[config.mk]
export PLATFORM = sky130hd
export DESIGN_NAME = out_wrapper_cu
export DESIGN_NICKNAME = d
export VERILOG_FILES = /design/src/rtl/out_wrap_pkg.sv /design/src/rtl/out_wrapper_cu_fp32_class.sv /design/src/rtl/out_wrapper_cu.sv
export SDC_FILE = /design/constraint.sdc
export NUM_CORES = 1
export LEC_CHECK = 0
export BUFFER_PORTS_ARGS = -buffer_cell sky130_fd_sc_hd__buf_2
export CAP_MARGIN = 20
export CORE_MARGIN = 4
export CORE_UTILIZATION = 53
export CTS_CLUSTER_SIZE = 12
export DETAILED_ROUTE_END_ITERATION = 12
export HOLD_SLACK_MARGIN = 0.15
export PLACE_DENSITY = 0.79
export SLEW_MARGIN = 10
export SYNTH_ARGS = -nofsm -noshare
export SYNTH_HDL_FRONTEND = slang
export SYNTH_SLANG_ARGS = --single-unit
[constraint.sdc]
create_clock -name clk -period 1.95 [get_ports clk]
set_input_delay 0.195 -clock clk [delete_from_list [all_inputs] [get_ports clk]]
set_output_delay 0.195 -clock clk [all_outputs]
set_load 0.02 [all_outputs]
[src/rtl/out_wrap_pkg.sv]
// Shared types and constants for the FP multiplier output wrapper.
package out_wrap_pkg;

  // Handshake FSM states.
  typedef enum logic [1:0] {
    IDLE    = 2'd0,
    PRESENT = 2'd1,
    RELEASE = 2'd2
  } state_t;

  // IEEE-754 single-precision field layout.
  localparam int EXP_MSB = 30;
  localparam int EXP_LSB = 23;
  localparam int MANT_W  = 23;

  // Bit positions inside the 4-bit classification word {nan,inf,zero,sign}.
  localparam int NAN  = 3;
  localparam int INF  = 2;
  localparam int ZERO = 1;
  localparam int SIGN = 0;

endpackage

[src/rtl/out_wrapper_cu_fp32_class.sv]
// Combinational FP32 classifier: produces {nan,inf,zero,sign} for one operand.
module fp32_class
  import out_wrap_pkg::*;
(
  input  logic [31:0] i_value,
  output logic [3:0]  o_flags
);

  logic [EXP_MSB-EXP_LSB:0] w_exp;
  logic [MANT_W-1:0]        w_mant;
  logic                     w_exp_ones;
  logic                     w_exp_zero;
  logic                     w_mant_zero;

  assign w_exp       = i_value[EXP_MSB:EXP_LSB];
  assign w_mant      = i_value[MANT_W-1:0];
  assign w_exp_ones  = &w_exp;
  assign w_exp_zero  = ~|w_exp;
  assign w_mant_zero = ~|w_mant;

  // Decode the exponent/mantissa patterns into the flag word.
  always_comb begin
    o_flags       = '0;
    o_flags[NAN]  = w_exp_ones & ~w_mant_zero;
    o_flags[INF]  = w_exp_ones & w_mant_zero;
    o_flags[ZERO] = w_exp_zero & w_mant_zero;
    o_flags[SIGN] = i_value[31];
  end

endmodule

[src/rtl/out_wrapper_cu.sv]
// Output wrapper for the FP multiplier: captures a product on fp_done and
// hands it to the host LS-slice first over a 4-phase ready/accept handshake.
// Optional feature macro: OUT_WRAP_FLAGS_EN adds the fp_flags classification port.
module out_wrapper_cu
  import out_wrap_pkg::*;
#(
  parameter int DATA_W = 32,  // product width, integer multiple of OUT_W
  parameter int OUT_W  = 32   // host bus width; DATA_W/OUT_W of 1, 2 or 4
) (
  input  logic              clk,
  input  logic              rst_n,
  input  logic              fp_done,
  input  logic [DATA_W-1:0] fp_result,
  input  logic              out_accept,
  input  logic              ovf_clr,
  output logic              out_ready,
  output logic [OUT_W-1:0]  out_data,
  output logic              wrap_free,
  output logic              overflow
`ifdef OUT_WRAP_FLAGS_EN
  ,
  output logic [3:0]        fp_flags
`endif
);

  localparam int BEATS = DATA_W / OUT_W;
  // Counter is at least one bit wide so the single-beat build stays legal.
  localparam int CNT_W = (BEATS > 1) ? $clog2(BEATS) : 1;
  localparam int SLOTS = 1 << CNT_W;
  localparam logic [CNT_W-1:0] LAST_BEAT = CNT_W'(BEATS - 1);

  state_t            r_state;
  state_t            w_state_next;
  logic [DATA_W-1:0] r_res_q;
  logic [OUT_W-1:0]  r_out_data;
  logic [CNT_W-1:0]  r_beat_cnt;
  logic [CNT_W-1:0]  w_beat_next;
  logic              r_overflow;
  logic              w_capture;
  logic              w_advance;
  logic [OUT_W-1:0]  w_slices [SLOTS];

  // Slice table; unused slots (counter padding) read as zero.
  generate
    for (genvar gi = 0; gi < SLOTS; gi++) begin : g_slice
      if (gi < BEATS) begin : g_real
        assign w_slices[gi] = r_res_q[gi*OUT_W +: OUT_W];
      end else begin : g_pad
        assign w_slices[gi] = '0;
      end
    end
  endgenerate

  // State register.
  always_ff @(posedge clk or negedge rst_n) begin
    if (!rst_n) r_state <= IDLE;
    else        r_state <= w_state_next;
  end

  // Next-state and datapath-control decode.
  always_comb begin
    w_state_next = r_state;
    w_beat_next  = r_beat_cnt;
    w_capture    = 1'b0;
    w_advance    = 1'b0;
    case (r_state)
      IDLE: begin
        if (fp_done) begin
          w_capture    = 1'b1;
          w_state_next = PRESENT;
        end
      end
      PRESENT: begin
        if (out_accept) w_state_next = RELEASE;
      end
      RELEASE: begin
        if (!out_accept) begin
          if (r_beat_cnt == LAST_BEAT) begin
            w_beat_next  = '0;
            w_state_next = IDLE;
          end else begin
            w_beat_next  = r_beat_cnt + 1'b1;
            w_advance    = 1'b1;
            w_state_next = PRESENT;
          end
        end
      end
      default: w_state_next = IDLE;
    endcase
  end

  // Product capture, beat counter and output beat register.
  always_ff @(posedge clk or negedge rst_n) begin
    if (!rst_n) begin
      r_res_q    <= '0;
      r_out_data <= '0;
      r_beat_cnt <= '0;
    end else begin
      if (w_capture) begin
        r_res_q    <= fp_result;
        r_out_data <= fp_result[OUT_W-1:0];
      end else if (w_advance) begin
        r_out_data <= w_slices[w_beat_next];
      end
      r_beat_cnt <= w_beat_next;
    end
  end

  // Sticky overflow: a product arriving while busy wins over a clear.
  always_ff @(posedge clk or negedge rst_n) begin
    if (!rst_n)                           r_overflow <= 1'b0;
    else if (fp_done && r_state != IDLE)  r_overflow <= 1'b1;
    else if (ovf_clr)                     r_overflow <= 1'b0;
  end

  assign out_ready = (r_state == PRESENT);
  assign wrap_free = (r_state == IDLE);
  assign out_data  = r_out_data;
  assign overflow  = r_overflow;

`ifdef OUT_WRAP_FLAGS_EN
  logic [3:0] w_flags;
  logic [3:0] r_flags;

  fp32_class u_class (
    .i_value (fp_result[31:0]),
    .o_flags (w_flags)
  );

  // Flags track the captured product and hold until the next capture.
  always_ff @(posedge clk or negedge rst_n) begin
    if (!rst_n)         r_flags <= '0;
    else if (w_capture) r_flags <= w_flags;
  end

  assign fp_flags = r_flags;
`endif

endmodule

Word-level counts from Yosys, hierarchy flattened
Cells that the tools add are included.
{"block": "word_totals", "ff_bits": 68, "output_inout_bits": 35}
{"block": "op_classes", "n_eq_ne": 5, "magnitude_cmp": 1, "n_reduce_logical": 6, "bitwise_logic": 1, "add_sub_neg": 1, "n_mux": 20}
{"cell": "$mux 32", "count": 5}
{"cell": "$mux 1", "count": 11}
{"cell": "$mux 2", "count": 3}
{"cell": "$ne 2x2->1 const B", "count": 3}
{"cell": "$pmux 2 s3", "count": 1}
{"cell": "$reduce_bool 2->1", "count": 3}
{"cell": "$reduce_and 3->1", "count": 1}
{"cell": "$eq 2x1->1 const B", "count": 1}
{"cell": "$eq 2x2->1 const B", "count": 1}
{"cell": "$ge 2x2->1 const B", "count": 1}
{"cell": "$logic_not 2->1", "count": 1}
{"cell": "$not 1->2", "count": 1}
{"cell": "$add 1x1->1 const B", "count": 1}
{"cell": "$logic_and 1x1->1", "count": 1}

Logic depth before layout (Yosys ltp)
{"block": "logic_depth", "word_depth": 10, "ltp_mapped": 5, "mapped_depth_nobuf": 3}

Worst setup path after synthesis
OpenSTA, ideal clock, no wires.
{"block": "synth_timing", "kind": "reg-to-reg", "start": "register r_state[0]", "end": "register r_res_q[10]", "path_stages_with_launch": 5, "setup_time_ps": 125, "t_arrival_ps": 1380, "required_time_ps": 1825, "path_buffers": 2, "synth_period_minus_slack_ps": 1505, "slack_ps": 445, "path_cell_list": "dfrtp_1 -> or3b_4 -> buf_6 -> buf_6 -> mux2_4"}
{"block": "synth_between", "elab_chain_cells": 2}
{"element": "start: declaration", "line_no": "out_wrapper_cu.sv:32", "rtl": "state_t r_state;"}
{"element": "start signal: assignment", "line_no": "out_wrapper_cu.sv:57", "rtl": "else r_state <= w_state_next;"}
{"element": "$logic_not 2->1", "line_no": "out_wrapper_cu.sv:66", "rtl": "case (r_state)"}
{"element": "$mux 1", "line_no": "out_wrapper_cu.sv:66"}
{"element": "end signal: assignment", "line_no": "out_wrapper_cu.sv:100", "rtl": "r_res_q <= fp_result;"}
{"element": "end: declaration", "line_no": "out_wrapper_cu.sv:34", "rtl": "logic [DATA_W-1:0] r_res_q;"}
Every way passes these cells.
A chain may end at the register's enable or synchronous reset.

Worst setup path in the final report
{"block": "layout_timing", "start": "register r_state[0]", "end": "register r_out_data[24], in the netlist out_data[24]"}
{"block": "layout_between", "elab_chain_cells": 8, "elab_cells_between_ends": 12, "classes_between": "1 x eq/ne; 8 x mux; 1 x bitwise; 2 x reduce/logical"}
{"element": "$eq 2x2->1", "line_no": "out_wrapper_cu.sv:66"}
{"element": "$mux 1", "line_no": "out_wrapper_cu.sv:66"}
{"element": "$not 1->2 (implied by the code)", "line_no": "out_wrapper_cu.sv:103", "rtl": "r_out_data <= w_slices[w_beat_next];"}
{"element": "$mux 32 (implied by the code) (3 in series)", "line_no": "out_wrapper_cu.sv:103"}
{"element": "$mux 32", "line_no": "out_wrapper_cu.sv:102", "rtl": "end else if (w_advance) begin"}
{"element": "$mux 32", "line_no": "out_wrapper_cu.sv:99", "rtl": "if (w_capture) begin"}
{"element": "end signal: assignment", "line_no": "out_wrapper_cu.sv:101", "rtl": "r_out_data <= fp_result[OUT_W-1:0];"}
{"element": "end signal: assignment", "line_no": "out_wrapper_cu.sv:103"}
{"element": "end: declaration", "line_no": "out_wrapper_cu.sv:35", "rtl": "logic [OUT_W-1:0] r_out_data;"}
Parallel ways exist; a longest one is shown, timed or not. The select of a mux whose other input is x is not followed.

==> flow_summary.ini <==
[critical_path]
worst-endpoint-arrival_ps = 1880
cp.required_ps = 2160
regToRegStartpoint = r_state[0]
worstSetupStartpointType = register
worst_r2r_path_depth = 4
setup.reg_to_reg.worst_slack_ps = 280
crit_path_start = r_state[0]
criticalPathCategory = register to register
worst_r2r_endpoint = out_data[24]
critical_path_peak_fanout = 38
worst_setup_path_end_kind = register

[yosys]
synthCells = 230
avgSynthCellArea_um2 = 12.88
synth.cells.most_frequent = 68 x sky130_fd_sc_hd__dfrtp_1, 34 x sky130_fd_sc_hd__o21ai_0, 32 x sky130_fd_sc_hd__a2bb2oi_1, 32 x sky130_fd_sc_hd__nand3_1, 27 x sky130_fd_sc_hd__mux2_4
syn_area_mm2 = 0.002963
synth_enable_flop_cells = 0
ys_dominant_reg_cell = sky130_fd_sc_hd__dfrtp_1
top_cell_type_by_total_area_after_synthesis = sky130_fd_sc_hd__dfrtp_1
postSynthNetCount = 267
number_of_distinct_standard_cells_referenced_by_the_synthesized_netlist = 19
synth_top_cells_by_area = sky130_fd_sc_hd__dfrtp_1 57%, sky130_fd_sc_hd__mux2_4 14%, sky130_fd_sc_hd__a2bb2oi_1 9.5%
post-synth-top-area-fraction_pct = 57.43
synth.most_common_cell = sky130_fd_sc_hd__dfrtp_1
synth-seq-area-share_pct = 57.43
yosys_warnings = 0
synth-async-reset-ratio_pct = 100.0
postSynthRegisterBits = 68

[clocking]
post_cts_hold_buffer_count = 35
tritoncts = yes
clock_latency_ps = 340
clkTransAtPathRegs_ps = 70
post-cts-setup-buffers = 0
ctsHtreeMaxLevel = 3
cts.sink_count = 68
cts_root_buffer = sky130_fd_sc_hd__clkbuf_8
post_cts_resized = 0
cts_bufs_inserted = 9
ctsLongestPathBuffers = 2

[floorplanning]
die_w_um = 82.77
fp.dieArea_mm2 = 0.006851
fp.dieH_um = 82.77
placement_rows = 26
num_ports = 72
placeableCoreArea_mm2 = 0.005270
floorplan.initialDensity_pct = 56.22

[timing]
fin_worst_skew_ps = 7.479
finalMaxSlewViolations = 0
tns_ps = 0
worst_pin_slew_ps = 505.1
grt_setup_unrepaired = false
finalSetupViolations = 0
period_share_pct = 85.64
final_hold_viol_count = 0
timing.final.crit_period_ps = 1670
max_clock_freq_ghz = 0.5988
max-slew-margin-rel_pct = 66.33

[routing]
drt_iter0_markers = 156
route.detailed.drc = 0
vias = 2268
drt-total-wl_um = 6996
drtAntennaViolNets = 0
detail_route.first_pass.iterations = 4
route.detailed.wl_per_inst_um = 17.02
viasPerCell = 5.518

[final_layout]
n_antenna_cell = 0
layout.nets = 374
nFillCells = 382
multiInputGateArea_mm2 = 0.001152
sequential_cell_area_mm2 = 0.001702
drive_gt1_share_pct = 37.54
finalInstanceArea_mm2 = 0.003940
layout-area-overhead-vs-synth_pct = 32.98

[power_and_ir_drop]
p_sw_uw = 2100
max-vdd-ir-drop_v = 0.0009793
p_comb_share_pct = 40.2
p_seq_share_pct = 39.9
internal-power_uw = 4059
design_power_total_uw = 6159
power_per_cell_area_mw_per_mm2 = 1563
swShare_pct = 34.09
leakagePower_uw = 0.001851
clock_power_share_pct = 19.9

[global_route]
grt_antenna_before_repair = 0
grt-ovfl-total = 0
grtUsageTotal_pct = 22.30
vias_in_the_first_global_route = 2355
grt_start_max_net_pins = 69
grt_first_pass_wirelength_um = 11470

[placed_design]
port_buffers = 71
dp_hpwl_um = 4013
area_after_dpl_mm2 = 0.003385
place.gp.congestion = 0.6765

[flow_run]
cap_viol_max_count = 0

[worst_hold_path]
min_from = fp_done
min_path_type = primary input to register
hold_path_depth = 3
min_delay_worst_endpoint = overflow

[status]
outcome = complete, no violations
area by class of cell:
class,instances,share of cell area [%]
clock buffer,10,3.239
clock inverter,5,1.969
inverter,2,0.1905
multi-input combinational,141,29.25
sequential,68,43.19
tap,70,2.223
timing repair buffer,115,19.94
cell families (layout without fill, tap and decap cells):
| kind of cell | count (synthesis) | in the layout | share of synthesized area [%] |
|---|---|---|---|
| compound gates | 70 | 70 | 16.22 |
| flops | 68 | 68 | 57.43 |
| simple gates | 39 | 39 | 6.968 |
| mux | 32 | 32 | 15.58 |
| buf+inv | 21 | 132 | 3.800 |
worst max path at each step:
stage               depth (start not counted)            to
finish                                      4  out_data[24]
global route                                4  out_data[24]
CTS                                         4  out_data[22]
floorplan                                   4   r_res_q[10]
detailed placement                          3   r_res_q[11]
global placement                            3   r_res_q[14]
cells in the final DEF (no fill, tap or decap), drive strengths merged, types with 10 or more instances in the layout:
cell type,instances
buf,80
dfrtp,68
dlygate4sd3,35
o21ai,34
nand3,32
a2bb2oi,32
mux2,32
clkbuf,10
routing by layer:
| metal | vias to the layer above | global-route usage, % | routed length (um) |
|---|---|---|---|
| met5 | - | 0 | 0 |
| met1 | 1128 | 28.26 | 3065 |
| met4 | 0 | 6.046 | 65 |
| li1 | 1060 | - | - |
| met3 | 8 | 6.156 | 408 |
| met2 | 72 | 37.66 | 3456 |
critical path: stages, from the launching register on:
cell	delay (ps)
sky130_fd_sc_hd__dfrtp_1	420
sky130_fd_sc_hd__or3b_4	420
sky130_fd_sc_hd__buf_4	290
sky130_fd_sc_hd__o21ai_0	280
sky130_fd_sc_hd__a2bb2oi_1	120
power groups by stage:
stage	Clock (uW)	Combinational (uW)	Sequential [uW]
floorplan	0	1490	2730
global placement	0	2360	2430
detailed placement	0	2430	2450
CTS	1260	2480	2440
global route	1320	2650	2530
finish	1230	2480	2460
registers in the layout (all words and copies together), names as in the netlist:
| name | cells |
|---|---|
| out_data | 32 |
| r_state | 2 |
| r_beat_cnt | 1 |
| r_res_q | 32 |
| overflow | 1 |
per-stage QoR:
stage | setup slack (ps) | hold WS, ps | utilization, % | instances
after global routing | 251.7 | 199.4 | 74.76 | 411
final | 280.0 | 181.9 | 74.76 | 411
after global placement | 392.7 | 238.6 | 64.22 | 361
after CTS | 319.4 | 165.6 | 74.76 | 411
after floorplan | 445.2 | -100.6 | - | 230
after detailed placement | 355.6 | 241.7 | 64.22 | 361
Note: power is estimated with default switching activity, not from simulation.
